[src/rtl/mem_arbiter.sv]
// Two-port (IFU/LSU) to single memory port arbiter; 1 outstanding txn, min 3 cycles handshake-to-handshake,
// requesters stalled (ready=0) while busy. Define MEM_ARB_RR_EN for round-robin, else fixed LSU-first.
module mem_arbiter #(
  parameter int unsigned ADDR_W = 32,
  parameter int unsigned DATA_W = 32,
  parameter int unsigned MASK_W = 8
) (
  input  logic              clk,
  input  logic              reset,
  input  logic              ifu_req_valid,
  output logic              ifu_req_ready,
  input  logic [ADDR_W-1:0] ifu_addr,
  output logic              ifu_resp_valid,
  output logic [DATA_W-1:0] ifu_rdata,
  input  logic              lsu_req_valid,
  output logic              lsu_req_ready,
  input  logic [ADDR_W-1:0] lsu_addr,
  input  logic              lsu_wen,
  input  logic [DATA_W-1:0] lsu_wdata,
  input  logic [MASK_W-1:0] lsu_wmask,
  output logic              lsu_resp_valid,
  output logic [DATA_W-1:0] lsu_rdata,
  output logic              mem_req_valid,
  input  logic              mem_req_ready,
  output logic [ADDR_W-1:0] mem_addr,
  output logic              mem_wen,
  output logic [DATA_W-1:0] mem_wdata,
  output logic [MASK_W-1:0] mem_wmask,
  input  logic              mem_resp_valid,
  input  logic [DATA_W-1:0] mem_rdata,
  output logic              busy
);

  localparam logic [1:0] S_IDLE = 2'd0;
  localparam logic [1:0] S_REQ  = 2'd1;
  localparam logic [1:0] S_WAIT = 2'd2;

  logic [1:0]        state_q, state_d;
  logic              owner_q, owner_d;  // 1 = LSU owns the transaction
  logic [ADDR_W-1:0] addr_q, addr_d;
  logic              wen_q, wen_d;
  logic [DATA_W-1:0] wdata_q, wdata_d;
  logic [MASK_W-1:0] wmask_q, wmask_d;
  logic              grant_lsu, grant_ifu, hs, in_req, resp_fire;

`ifdef MEM_ARB_RR_EN
  logic last_q, last_d;  // 1 = LSU granted most recently
  always_comb begin
    grant_lsu = lsu_req_valid & (~ifu_req_valid | ~last_q);
    grant_ifu = ifu_req_valid & (~lsu_req_valid | last_q);
    last_d    = hs ? grant_lsu : last_q;
  end
  always_ff @(posedge clk or posedge reset) begin
    if (reset) last_q <= 1'b0;
    else       last_q <= last_d;
  end
`else
  always_comb begin
    grant_lsu = lsu_req_valid;
    grant_ifu = ifu_req_valid & ~lsu_req_valid;
  end
`endif

  // Ready is gated by reset so a held-high valid cannot leak through during reset.
  assign lsu_req_ready = (state_q == S_IDLE) & ~reset & grant_lsu;
  assign ifu_req_ready = (state_q == S_IDLE) & ~reset & grant_ifu;
  assign hs            = lsu_req_ready | ifu_req_ready;

  always_comb begin
    state_d = state_q;
    owner_d = owner_q;
    addr_d  = addr_q;
    wen_d   = wen_q;
    wdata_d = wdata_q;
    wmask_d = wmask_q;
    case (state_q)
      S_IDLE: if (hs) begin
        state_d = S_REQ;
        owner_d = grant_lsu;
        addr_d  = grant_lsu ? lsu_addr : ifu_addr;
        wen_d   = grant_lsu & lsu_wen;
        wdata_d = grant_lsu ? lsu_wdata : '0;
        wmask_d = grant_lsu ? lsu_wmask : '0;
      end
      S_REQ:   if (mem_req_ready) state_d = S_WAIT;
      S_WAIT:  if (mem_resp_valid) state_d = S_IDLE;
      default: state_d = S_IDLE;
    endcase
  end

  always_ff @(posedge clk or posedge reset) begin
    if (reset) begin
      state_q <= S_IDLE;
      owner_q <= 1'b0;
      addr_q  <= '0;
      wen_q   <= 1'b0;
      wdata_q <= '0;
      wmask_q <= '0;
    end else begin
      state_q <= state_d;
      owner_q <= owner_d;
      addr_q  <= addr_d;
      wen_q   <= wen_d;
      wdata_q <= wdata_d;
      wmask_q <= wmask_d;
    end
  end

  assign in_req        = (state_q == S_REQ);
  assign mem_req_valid = in_req;
  assign mem_addr      = in_req ? addr_q  : '0;
  assign mem_wen       = in_req & wen_q;
  assign mem_wdata     = in_req ? wdata_q : '0;
  assign mem_wmask     = in_req ? wmask_q : '0;

  // Responses outside WAIT are stray and must not reach either requester.
  assign resp_fire      = (state_q == S_WAIT) & mem_resp_valid;
  assign ifu_resp_valid = resp_fire & ~owner_q;
  assign lsu_resp_valid = resp_fire & owner_q;
  assign ifu_rdata      = ifu_resp_valid ? mem_rdata : '0;
  assign lsu_rdata      = lsu_resp_valid ? mem_rdata : '0;
  assign busy           = (state_q == S_REQ) | (state_q == S_WAIT);

endmodule

[config.mk]
export PLATFORM = sky130hd
export DESIGN_NAME = mem_arbiter
export DESIGN_NICKNAME = d
export VERILOG_FILES = /design/src/rtl/mem_arbiter.sv
export SDC_FILE = /design/constraint.sdc
export NUM_CORES = 1
export LEC_CHECK = 0
export CAP_MARGIN = 20
export CORE_AREA = 3 3 110 112
export DETAILED_ROUTE_END_ITERATION = 16
export DIE_AREA = 0 0 113 115
export GPL_TIMING_DRIVEN = 0
export HOLD_SLACK_MARGIN = 0.12
export PLACE_DENSITY = 0.87
export SYNTH_ARGS = -nofsm -noshare
export SYNTH_HDL_FRONTEND = slang
export SYNTH_SLANG_ARGS = --single-unit
[constraint.sdc]
create_clock -name clk -period 3.67 [get_ports clk]
set_input_delay 0.734 -clock clk [delete_from_list [all_inputs] [get_ports clk]]
set_output_delay 0.734 -clock clk [all_outputs]
set_load 0.02 [all_outputs]
==> results by group <==
Synthesis
  – Synth Warn #: 0
  – Ys flop type: dfrtp_1
  – Syn Std Cell Area: 4130 um2
  – Mapped Cells: roughly 410
  – Syn_nets: roughly 560
  – Asr flop ratio synth: 100%
  – Post-synthesis register bit count: 76
  – Yosys cell types: 22
  – Sequential-to-total area share from yosys stat: between 40% and 50%
  – Number of synthesized flops with an enable pin: 0
  – Avg Cell Area, Syn: between 10 and 15 um2

Timing
  – Final period utilization: between 90% and 100%
  – Normalized max-slew margin: 37.0%
  – RSZ-0062 raised after global routing: false
  – Fin crit period: about 3.5 ns
  – Max-slew violations: 0
  – Final WS setup: 0.215 ns
  – Least-Margin Pin Slew: between 0.9 and 1 ns
  – Clk_skew: roughly 0.0067 ns
  – Setup TNS Final: 0 ns
  – Setup-failing EPs final: 0
  – Fmax: between 200 and 300 MHz
  – Final hold viol count: 0
  – Hold WS: just under 0.5 ns

Layout
  – Area Growth Syn to Fin: 79.7%
  – Most frequent cells in the layout: clkdlybuf4s50_1 (284), and2_1 (137), dfrtp_1 (76), a22o_1 (41)
  – Fillcell total: 858
  – Final design utilization: 65.5%
  – Finished Cell Area: 7410 um2
  – Fraction of layout cells with a size suffix above 1: under 10%
  – Final Net Count: 852
  – Commonest non-fill, non-tap cell in the layout: clkdlybuf4s50_1
  – Ant. Diodes: 0

Critical path
  – Reg2reg end: wdata_q[11]$_DFFE_PP0P_
  – CP endpoint kind: output port
  – R2R setup slack: ~1.7 ns
  – R2R depth: 6
  – CP Launch Type: input pin
  – Crit path DAT: around 2.7 ns
  – Crit-path max FO: 10
  – Crit-path cells: clkdlybuf4s50_1 -> nand3b_2 -> inv_2 -> buf_2 -> clkdlybuf4s50_1
  – CP required: between 2 and 3 ns
  – Slowest CP cell: clkdlybuf4s50_1
  – Worst path most repeated cell: clkdlybuf4s50_1
  – Worst path max stage delay: between 0.6 and 0.7 ns
  – FF-to-FF Start: state_q[1]$_DFFE_PP0P_
  – CP Class: input pin to output port

Placement
  – Dpl cell area: just over 7000 um2
  – DP Wirelength: approximately 12,000 um
  – GP Congestion: around 0.85
  – Port Buf Inserts: roughly 280
  – Worst slack, placed: 0.208 ns

Detailed routing
  – First-pass iteration count of the detailed router: 4
  – Via density: just over 5
  – Routed wire length: roughly 15,000 um
  – Antenna viol nets, final: 0
  – # DRC: 0
  – Drt initial violations: 188
  – WL per Instance: roughly 18 um
  – DR vias: about 4,300

Clock tree
  – Clock buffer depth: 2
  – CTS tree: done
  – Clock Sinks: 76
  – Resized Gates After CTS: 0
  – Clk pin slew, worst setup/hold paths: 0.06 ns
  – CTS Buf Count: 9
  – Root buf cell: clkbuf_16
  – H-tree depth: 3
  – Cts hold-fix bufs: 0
  – Clock insertion delay at the later pin of the skew report: ~0.33 ns
  – Post-CTS setup buffer count: 0

Run status
  – Status: complete, no violations

Global route
  – Largest net degree at the start of global routing: a little under 80
  – Vias in the first global route: around 4,400
  – Antenna violations before repair: 0
  – GRT Total Usage: about 22%
  – First-pass GRT wire length: 22,800 um
  – Grt ovf: 0

Power
  – Net Switching: roughly 1.7 mW
  – Sequential cell fraction of total power: between 30% and 40%
  – Clock network power share: 18.0%
  – Peak VDD IR: around 0.00031 V
  – Comb power frac: slightly above 50%
  – Lkg Pwr: ~3.2 nW
  – Power per Cell Area: approximately 600 nW/um2
  – Switch share: 37.3%
  – P_int: 2.79 mW

Die
  – Ports: about 290
  – Die H: ~120 um
  – Starting Density: between 30 and 40%
  – Die Wd: roughly 110 um
  – Rows: 39
  – Die ar.: 13,000 um2
  – Core ar.: around 11,000 um2

Worst hold path
  – Hold path depth: 1
  – Hold Path End: wdata_q[14]$_DFFE_PP0P_
  – Worst hold path class: flip-flop to flip-flop
  – Hold wc startpoint: wdata_q[14]$_DFFE_PP0P_

Job
  – Number of max-cap violations: 0
==> through the flow <==
stage	power (mW)	std cells
CTS	4.47	849
detailed placement	3.65	836
finish	4.45	849
floorplan	2.59	409
global placement	3.55	836
global route	4.69	849
==> final cells by class <==
cell class              count  area (um2)  area share [%]
plain buffers              36         164            2.21
multi-input cells         292        2040            27.5
flip-flops and latches     76        1900            25.6
repair buffers            284        2840            38.3
inverters                   5        21.3           0.287
well taps                 143         179            2.41
clock inverters             2        12.5           0.169
clock buffers              11         253            3.41
==> power by group through the flow <==
stage | combinational, mW | sequential (mW) | clock [mW]
detailed placement | 2.25 | 1.40 | 0
CTS | 2.26 | 1.40 | 0.810
floorplan | 1.26 | 1.33 | 0
finish | 2.24 | 1.40 | 0.802
global placement | 2.18 | 1.38 | 0
global route | 2.41 | 1.44 | 0.842
==> worst max-delay path: cells and delay by family <==
family	cells	cell delay [ns]
buf+inv	4	1.63
simple gates	1	0.35
==> cells in the mapped netlist, types with 2 or more instances <==
cell type    n  area share [%]
clkbuf_1    20             1.8
mux2_1       2            0.55
nor2b_1      2            0.30
o21ai_1     32             3.9
dfrtp_1     76              46
nand3_1     32             3.9
buf_1        3            0.27
buf_6        2            0.55
inv_2        2            0.18
buf_2       11             1.3
inv_1        3            0.27
and2_1     137              21
a22o_1      41             8.7
ha_1         5             1.5
mux2i_1     32             7.8
nor2_1       3            0.27
==> registers in the layout, indices dropped and copies added (netlist names) <==
name / cells
wdata_q: 32
wmask_q: 8
addr_q: 32
wen_q: 1
owner_q: 1
state_q: 2
==> logic make-up after synthesis <==
family,Yosys count,synth area share (%)
AO/OA/AOI/OAI,74,13.0
adder cells (fa/ha/maj),5,1.52
buffers and inverters,41,4.43
flip-flops,76,46.1
multiplexers,34,8.31
AND/OR/NAND/NOR,179,26.7
==> worst max-delay path by stage <==
stage	start	endpoint	slack (ns)	depth (start not counted)
2_1_floorplan	reset	addr_q[0]$_DFFE_PP0P_	1.0	1
3_3_place_gp	reset	wdata_q[5]$_DFFE_PP0P_	-0.16	2
3_5_place_dp	mem_resp_valid	ifu_rdata[11]	0.21	6
4_1_cts	reset	lsu_req_ready	0.20	5
5_1_grt	mem_resp_valid	ifu_rdata[11]	0.07	6
6_report	reset	lsu_req_ready	0.22	5
==> layer usage <==
metal  share of wire, %  vias up  wire, um  GRT usage (%)
li1                   -     1989         -              -
met1                 36     2061      5460           23.6
met2                 54      217      8150           42.1
met3                7.5       27      1140           4.95
met4                2.8        0       427           9.21
met5                  0        -         0              0
(Power assumes the default switching activity.)
